### src/rtl/dmem_host_ctrl_if.sv
// ----------------------------------------------------------------------------
// dmem_host_ctrl_if
// Bundles the host controller's handshake and data-memory port signals.
//   master : the controller (drives memory ports, START, stream outputs)
//   slave  : the environment (operand source, core, data memory, result sink)
// Signals:
//   go / busy / done / timeout_err        sequence control and status
//   in_valid / in_data / in_ready         operand stream into the controller
//   START / END                           core handshake
//   addr_mux_select                       00 core, 01 host write, 10 host read
//   current_addr / write_from_tb / mem_data  host write port
//   ar_in / dmem_rdata                    host read port
//   out_valid / out_data / out_ready      result stream out of the controller
// ----------------------------------------------------------------------------
interface dmem_host_ctrl_if #(
    parameter int unsigned ADDR_W = 16,
    parameter int unsigned DATA_W = 16
);
    logic              go;
    logic              in_valid;
    logic [DATA_W-1:0] in_data;
    logic              in_ready;
    logic              START;
    logic              END;
    logic [1:0]        addr_mux_select;
    logic [ADDR_W-1:0] current_addr;
    logic              write_from_tb;
    logic [DATA_W-1:0] mem_data;
    logic [ADDR_W-1:0] ar_in;
    logic [DATA_W-1:0] dmem_rdata;
    logic              out_valid;
    logic [DATA_W-1:0] out_data;
    logic              out_ready;
    logic              busy;
    logic              done;
    logic              timeout_err;

    modport master (
        input  go, in_valid, in_data, END, dmem_rdata, out_ready,
        output in_ready, START, addr_mux_select, current_addr, write_from_tb, mem_data,
        output ar_in, out_valid, out_data, busy, done, timeout_err
    );

    modport slave (
        output go, in_valid, in_data, END, dmem_rdata, out_ready,
        input  in_ready, START, addr_mux_select, current_addr, write_from_tb, mem_data,
        input  ar_in, out_valid, out_data, busy, done, timeout_err
    );
endinterface

### src/rtl/dmem_host_ctrl.sv
// ----------------------------------------------------------------------------
// dmem_host_ctrl
// Host-side sequencer for the matrix-multiply top: loads LOAD_LEN operand words
// into data memory, pulses START, waits (bounded by TIMEOUT) for END, then reads
// RESULT_LEN words back out as a valid/ready stream and pulses done.
// Ports:
//   clk     : system clock, rising edge
//   RESET   : synchronous active-high reset
//   io_bus  : dmem_host_ctrl_if master modport (handshakes and memory ports)
// ----------------------------------------------------------------------------
module dmem_host_ctrl #(
    parameter int unsigned ADDR_W      = 16,
    parameter int unsigned DATA_W      = 16,
    parameter int unsigned LOAD_BASE   = 0,
    parameter int unsigned LOAD_LEN    = 16,
    parameter int unsigned RESULT_BASE = 64,
    parameter int unsigned RESULT_LEN  = 16,
    parameter int unsigned READ_LAT    = 1,
    parameter int unsigned TIMEOUT     = 65535
) (
    input logic               clk,
    input logic               RESET,
    dmem_host_ctrl_if.master  io_bus
);

    typedef enum logic [2:0] {
        StIdle, StLoad, StKick, StWaitEnd, StRdAddr, StRdWait, StRdOut, StFin
    } state_e;

    localparam logic [ADDR_W-1:0] LoadBase   = ADDR_W'(LOAD_BASE);
    localparam logic [ADDR_W-1:0] ResultBase = ADDR_W'(RESULT_BASE);

    state_e            r_state, w_state_nxt;
    logic [31:0]       r_cnt, w_cnt_nxt;      // word counter, shared by load and dump
    logic [31:0]       r_tmo, w_tmo_nxt;      // END wait counter
    logic [2:0]        r_lat, w_lat_nxt;      // read-latency wait counter
    logic [DATA_W-1:0] r_out_data, w_out_data_nxt;
    logic              r_timeout_err, w_timeout_err_nxt;

    // Addresses wrap modulo 2^ADDR_W by truncation.
    logic [ADDR_W-1:0] w_load_addr;
    logic [ADDR_W-1:0] w_rd_addr;
    assign w_load_addr = LoadBase + r_cnt[ADDR_W-1:0];
    assign w_rd_addr   = ResultBase + r_cnt[ADDR_W-1:0];

    always_ff @(posedge clk) begin
        if (RESET) begin
            r_state       <= StIdle;
            r_cnt         <= '0;
            r_tmo         <= '0;
            r_lat         <= '0;
            r_out_data    <= '0;
            r_timeout_err <= 1'b0;
        end else begin
            r_state       <= w_state_nxt;
            r_cnt         <= w_cnt_nxt;
            r_tmo         <= w_tmo_nxt;
            r_lat         <= w_lat_nxt;
            r_out_data    <= w_out_data_nxt;
            r_timeout_err <= w_timeout_err_nxt;
        end
    end

    assign io_bus.out_data    = r_out_data;
    assign io_bus.timeout_err = r_timeout_err;
    assign io_bus.busy        = (r_state != StIdle);

    always_comb begin
        w_state_nxt               = r_state;
        w_cnt_nxt                 = r_cnt;
        w_tmo_nxt                 = r_tmo;
        w_lat_nxt                 = r_lat;
        w_out_data_nxt            = r_out_data;
        w_timeout_err_nxt         = r_timeout_err;
        io_bus.in_ready           = 1'b0;
        io_bus.START              = 1'b0;
        io_bus.addr_mux_select    = 2'b00;
        io_bus.current_addr       = '0;
        io_bus.write_from_tb      = 1'b0;
        io_bus.mem_data           = '0;
        io_bus.ar_in              = '0;
        io_bus.out_valid          = 1'b0;
        io_bus.done               = 1'b0;

        unique case (r_state)
            StIdle: begin
                if (io_bus.go) begin
                    w_cnt_nxt         = '0;
                    w_timeout_err_nxt = 1'b0;
                    w_state_nxt       = (LOAD_LEN == 0) ? StKick : StLoad;
                end
            end
            StLoad: begin
                io_bus.addr_mux_select = 2'b01;
                io_bus.in_ready        = 1'b1;
                io_bus.current_addr    = w_load_addr;
                if (io_bus.in_valid) begin
                    io_bus.write_from_tb = 1'b1;
                    io_bus.mem_data      = io_bus.in_data;
                    w_cnt_nxt            = r_cnt + 32'd1;
                    if (r_cnt == LOAD_LEN - 1) begin
                        w_state_nxt = StKick;
                    end
                end
            end
            StKick: begin
                io_bus.START = 1'b1;
                w_tmo_nxt    = '0;
                w_state_nxt  = StWaitEnd;
            end
            StWaitEnd: begin
                // END wins over a timeout expiring in the same cycle.
                if (io_bus.END) begin
                    w_cnt_nxt   = '0;
                    w_state_nxt = (RESULT_LEN == 0) ? StFin : StRdAddr;
                end else if (r_tmo == TIMEOUT - 1) begin
                    w_timeout_err_nxt = 1'b1;
                    w_state_nxt       = StFin;
                end else begin
                    w_tmo_nxt = r_tmo + 32'd1;
                end
            end
            StRdAddr: begin
                io_bus.addr_mux_select = 2'b10;
                io_bus.ar_in           = w_rd_addr;
                w_lat_nxt              = '0;
                if (READ_LAT == 0) begin
                    w_out_data_nxt = io_bus.dmem_rdata;
                    w_state_nxt    = StRdOut;
                end else begin
                    w_state_nxt = StRdWait;
                end
            end
            StRdWait: begin
                io_bus.addr_mux_select = 2'b10;
                io_bus.ar_in           = w_rd_addr;
                if (r_lat == 3'(READ_LAT - 1)) begin
                    w_out_data_nxt = io_bus.dmem_rdata;
                    w_state_nxt    = StRdOut;
                end else begin
                    w_lat_nxt = r_lat + 3'd1;
                end
            end
            StRdOut: begin
                io_bus.addr_mux_select = 2'b10;
                io_bus.ar_in           = w_rd_addr;
                io_bus.out_valid       = 1'b1;
                if (io_bus.out_ready) begin
                    w_cnt_nxt   = r_cnt + 32'd1;
                    w_state_nxt = (r_cnt == RESULT_LEN - 1) ? StFin : StRdAddr;
                end
            end
            StFin: begin
                io_bus.done = 1'b1;
                w_state_nxt = StIdle;
            end
            default: w_state_nxt = StIdle;
        endcase
    end

endmodule

### src/flat_wrapper.sv
// flat-port wrapper written by rule: the top's interface ports become plain ports
module dmem_host_ctrl_flat 
#(
    parameter int unsigned ADDR_W      = 16,
    parameter int unsigned DATA_W      = 16,
    parameter int unsigned LOAD_BASE   = 0,
    parameter int unsigned LOAD_LEN    = 16,
    parameter int unsigned RESULT_BASE = 64,
    parameter int unsigned RESULT_LEN  = 16,
    parameter int unsigned READ_LAT    = 1,
    parameter int unsigned TIMEOUT     = 65535
)
  (clk, RESET, io_bus_go, io_bus_in_valid, io_bus_in_data, io_bus_END, io_bus_dmem_rdata, io_bus_out_ready, io_bus_in_ready, io_bus_START, io_bus_addr_mux_select, io_bus_current_addr, io_bus_write_from_tb, io_bus_mem_data, io_bus_ar_in, io_bus_out_valid, io_bus_out_data, io_bus_busy, io_bus_done, io_bus_timeout_err);
  dmem_host_ctrl_if #(.ADDR_W(ADDR_W), .DATA_W(DATA_W)) io_bus_i ();
  input logic clk;
  input logic RESET;
  input wire logic [$bits(io_bus_i.go)-1:0] io_bus_go;
  input wire logic [$bits(io_bus_i.in_valid)-1:0] io_bus_in_valid;
  input wire logic [$bits(io_bus_i.in_data)-1:0] io_bus_in_data;
  input wire logic [$bits(io_bus_i.END)-1:0] io_bus_END;
  input wire logic [$bits(io_bus_i.dmem_rdata)-1:0] io_bus_dmem_rdata;
  input wire logic [$bits(io_bus_i.out_ready)-1:0] io_bus_out_ready;
  output wire logic [$bits(io_bus_i.in_ready)-1:0] io_bus_in_ready;
  output wire logic [$bits(io_bus_i.START)-1:0] io_bus_START;
  output wire logic [$bits(io_bus_i.addr_mux_select)-1:0] io_bus_addr_mux_select;
  output wire logic [$bits(io_bus_i.current_addr)-1:0] io_bus_current_addr;
  output wire logic [$bits(io_bus_i.write_from_tb)-1:0] io_bus_write_from_tb;
  output wire logic [$bits(io_bus_i.mem_data)-1:0] io_bus_mem_data;
  output wire logic [$bits(io_bus_i.ar_in)-1:0] io_bus_ar_in;
  output wire logic [$bits(io_bus_i.out_valid)-1:0] io_bus_out_valid;
  output wire logic [$bits(io_bus_i.out_data)-1:0] io_bus_out_data;
  output wire logic [$bits(io_bus_i.busy)-1:0] io_bus_busy;
  output wire logic [$bits(io_bus_i.done)-1:0] io_bus_done;
  output wire logic [$bits(io_bus_i.timeout_err)-1:0] io_bus_timeout_err;
  assign io_bus_i.go = io_bus_go;
  assign io_bus_i.in_valid = io_bus_in_valid;
  assign io_bus_i.in_data = io_bus_in_data;
  assign io_bus_i.END = io_bus_END;
  assign io_bus_i.dmem_rdata = io_bus_dmem_rdata;
  assign io_bus_i.out_ready = io_bus_out_ready;
  assign io_bus_in_ready = io_bus_i.in_ready;
  assign io_bus_START = io_bus_i.START;
  assign io_bus_addr_mux_select = io_bus_i.addr_mux_select;
  assign io_bus_current_addr = io_bus_i.current_addr;
  assign io_bus_write_from_tb = io_bus_i.write_from_tb;
  assign io_bus_mem_data = io_bus_i.mem_data;
  assign io_bus_ar_in = io_bus_i.ar_in;
  assign io_bus_out_valid = io_bus_i.out_valid;
  assign io_bus_out_data = io_bus_i.out_data;
  assign io_bus_busy = io_bus_i.busy;
  assign io_bus_done = io_bus_i.done;
  assign io_bus_timeout_err = io_bus_i.timeout_err;
  dmem_host_ctrl #(.ADDR_W(ADDR_W), .DATA_W(DATA_W), .LOAD_BASE(LOAD_BASE), .LOAD_LEN(LOAD_LEN), .RESULT_BASE(RESULT_BASE), .RESULT_LEN(RESULT_LEN), .READ_LAT(READ_LAT), .TIMEOUT(TIMEOUT)) u_core (.clk(clk), .RESET(RESET), .io_bus(io_bus_i));
endmodule
### config.mk
export PLATFORM = sky130hd
export DESIGN_NAME = dmem_host_ctrl_flat
export DESIGN_NICKNAME = d
export VERILOG_FILES = /design/src/rtl/dmem_host_ctrl_if.sv /design/src/rtl/dmem_host_ctrl.sv /design/src/flat_wrapper.sv
export SDC_FILE = /design/constraint.sdc
export NUM_CORES = 1
export LEC_CHECK = 0
export ABC_CLOCK_PERIOD_IN_PS = 2700
export CORE_AREA = 2 2 147 149
export CTS_CLUSTER_SIZE = 20
export DETAILED_ROUTE_END_ITERATION = 8
export DIE_AREA = 0 0 149 151
export DONT_BUFFER_PORTS = 1
export SYNTH_ARGS = -nofsm -noshare
export SYNTH_HDL_FRONTEND = slang
export SYNTH_SLANG_ARGS = --single-unit
### constraint.sdc
create_clock -name clk -period 2.7 [get_ports clk]
set_clock_uncertainty 0.05 [all_clocks]
set_input_delay 0.54 -clock clk [delete_from_list [all_inputs] [get_ports clk]]
set_output_delay 0.54 -clock clk [all_outputs]
set_load 0.1 [all_outputs]
==> results.py <==
metrics = {
    "status": {
        "status": "finished, final reports clean",
    },
    "placed_design": {
        "dpl.hpwl_um": 10280,
        "gp_routability_congestion": 0.8028,
        "placed_area_um2": 6519,
        "io_buffers": 0,
    },
    "power_and_ir_drop": {
        "p_per_area_nw_per_um2": 606.4,
        "p_leak_nw": 2.306,
        "peakVddDrop_mv": 0.5960,
    },
    "route": {
        "routed_wl_um": 14630,
        "top_layer": "met4",
        "wire_per_inst_um": 14.90,
        "ant_nets": 0,
        "post-route-drc-count": 0,
        "m1WireLength_um": 6647,
        "route.met3.wl_um": 748,
        "wl_met2_um": 6955,
        "drt_iter0_drc": 509,
        "firstDrtPassIters": 5,
        "vias": 4963,
        "vias_per_cell": 5.054,
    },
    "timing": {
        "rsz0062_at_grt": "false",
        "hold_violations": 0,
        "hold_ws_ps": 219.8,
        "worst_pin_slew_ps": 896.6,
        "slew_violations": 0,
        "timing.max_slew.rel_slack_pct": 40.23,
        "setup_violations": 0,
        "fin_crit_ps": 2578,
        "max_freq_ghz": 0.3879,
        "post-route-period-util_pct": 95.49,
    },
    "cts": {
        "cts_resized": 0,
        "cts_tree": "done",
        "numCtsBuffers": 9,
        "htreeDepth": 3,
        "post_cts_buffers": 0,
        "clkLatencyLatePin_ps": 350,
        "cts_hold_buf": 0,
        "clk_pin_slew_ps": 70,
        "cts_sinks": 87,
        "clockBufferDepth": 2,
        "root_buffer": "clkbuf_16",
    },
    "layout": {
        "layout_common_cells": "dfxtp_1, nand2_1, a21oi_1",
        "seq_area_um2": 1744,
        "area_delta_synth_final_pct": 33.77,
        "final_common_cell": "dfxtp_1",
        "drive_above_1_share_pct": 22.80,
        "nets": 747,
        "final_area_um2": 6854,
        "fillers": 2194,
        "multiInputGateArea_um2": 3122,
    },
    "run": {
        "maxCapViolations": 0,
    },
    "global_routing": {
        "grtUsageTotal_pct": 12.91,
        "antenna_found_initial": 1,
        "grt_pass1_wl_um": 23510,
        "grt-ovfl-total": 0,
        "grt_max_degree": 62,
        "grt_pass1_vias": 4577,
    },
    "critical_path": {
        "crit_arrival_ps": 1990,
        "crit_slowest_cell": "dfxtp_1",
        "critPathBufInv": 2,
        "startpoint_type": "register",
        "path_max_fanout": 12,
        "crit_type": "register to primary output",
        "crit_path_max_incr_delay_ps": 520,
        "cpLargestDelayFamily": "flip-flops",
        "worstPathRequired_ps": 2110,
        "crit_path_cell_trace": "nand4_1, buf_4, or3_1, a21oi_2, buf_12",
        "critPathCaptureType": "primary output",
    },
    "synthesis": {
        "yosys.area.top_type_share_pct": 33.99,
        "yosys_register_bits": 87,
        "yosys.area.top_type": "dfxtp_1",
        "synth_cell_types": 67,
        "synth-edff-count": 0,
        "syn-cell-area_um2": 5124,
        "yosysSeqAreaShare_pct": 33.99,
        "avgSynthCellArea_um2": 7.968,
        "yosys_warnings": 0,
        "syn_nets": 688,
        "ys_async_sr_fraction_pct": 0,
        "syn_inst": 643,
        "ys_top_cells_by_area": "dfxtp_1, a21oi_1, nand2_1",
        "synth_top_flop_cell": "dfxtp_1",
    },
    "floorplanning": {
        "die_w_um": 149,
        "ios": 111,
        "dieArea_um2": 22500,
        "core_um2": 20820,
        "start_util_pct": 24.61,
        "rows": 53,
        "die_y_um": 151,
    },
    "min_path": {
        "holdCritPathClass": "primary input to register",
    },
}
==> cell type report <==
cell class	count	area share (%)
flip-flops and latches	87	25.45
multi-input cells	493	45.55
inverters	17	0.9310
clock inverters	5	1.205
diodes	1	0.03651
clock buffers	10	3.487
repair buffers	94	18.33
well taps	275	5.020
==> layer usage <==
metal	vias to the layer above	global-route usage, %
li1	2491	-
met1	2335	17.04
met2	116	20.32
met3	21	3.524
met4	0	4.476
met5	-	0
==> synthesized netlist by cell type (all sizes together), types with 2 or more instances <==
cell type,n
o31ai,17
a21oi,62
a311oi,12
or3,12
a22oi,4
xor2,6
and3,33
xnor2,7
mux2i,4
nor3,16
o21ai,24
buf,20
and3b,2
nand3b,3
nand4b,3
nor4b,2
ha,7
o21a,5
nand2,73
nor2b,4
nand4,21
a31oi,7
mux2,3
or4,19
nand3,25
nor3b,3
nor2,40
o21ba,2
or2,4
o211ai,5
nor4,12
a211oi,5
a41oi,3
dfxtp,87
nand2b,7
clkbuf,25
inv,17
and4,7
and2,20
==> state kept, by name, summed over array words and instances (netlist names) <==
signal and flops:
u_core.r_lat 3, u_core.r_cnt 32, u_core.r_state 3, u_core.io_bus.timeout_err 1, u_core.r_tmo 32, u_core.io_bus.out_data 16
==> final timing paths <==
kind              cells after the start                          to  slack, ps                  startpoint
hold reg to reg                       2  u_core.io_bus.out_data[15]        400  u_core.io_bus.out_data[15]
setup reg to reg                      7            u_core.r_tmo[28]        240             u_core.r_tmo[1]
hold / removal                        1             u_core.r_tmo[5]        220                       RESET
setup / recovery                      5            io_bus_ar_in[13]        120             u_core.r_cnt[8]
==> power breakdown <==
part | switching [mW] | internal (mW)
combinational | 1.01 | 0.423
sequential | 0.0496 | 1.31
clock | 0.535 | 0.833
==> through the flow <==
| step | setup WS [ps] | util (%) | cells | setup TNS (ps) | power (mW) |
|---|---|---|---|---|---|
| 4_1_cts | 46.63 | 32.85 | 981 | 0 | 4.188 |
| 2_1_floorplan | -220.0 | - | 643 | -1442 | 2.383 |
| 3_3_place_gp | 204.8 | 31.31 | 966 | 0 | 2.814 |
| 3_5_place_dp | 154.8 | 31.31 | 966 | 0 | 2.815 |
| 6_report | 121.9 | 32.92 | 982 | 0 | 4.156 |
| 5_1_grt | 13.59 | 32.90 | 981 | 0 | 4.323 |
==> kinds of logic after synthesis <==
kind of cell | after synthesis | share of synthesized area (%)
compound gates | 157 | 20.93
xor+xnor | 13 | 2.222
fa+ha+maj | 7 | 1.709
buf+inv | 63 | 6.130
flops | 87 | 33.99
mux | 7 | 1.441
simple gates | 309 | 33.58
Power figures use the tool's default switching activity.
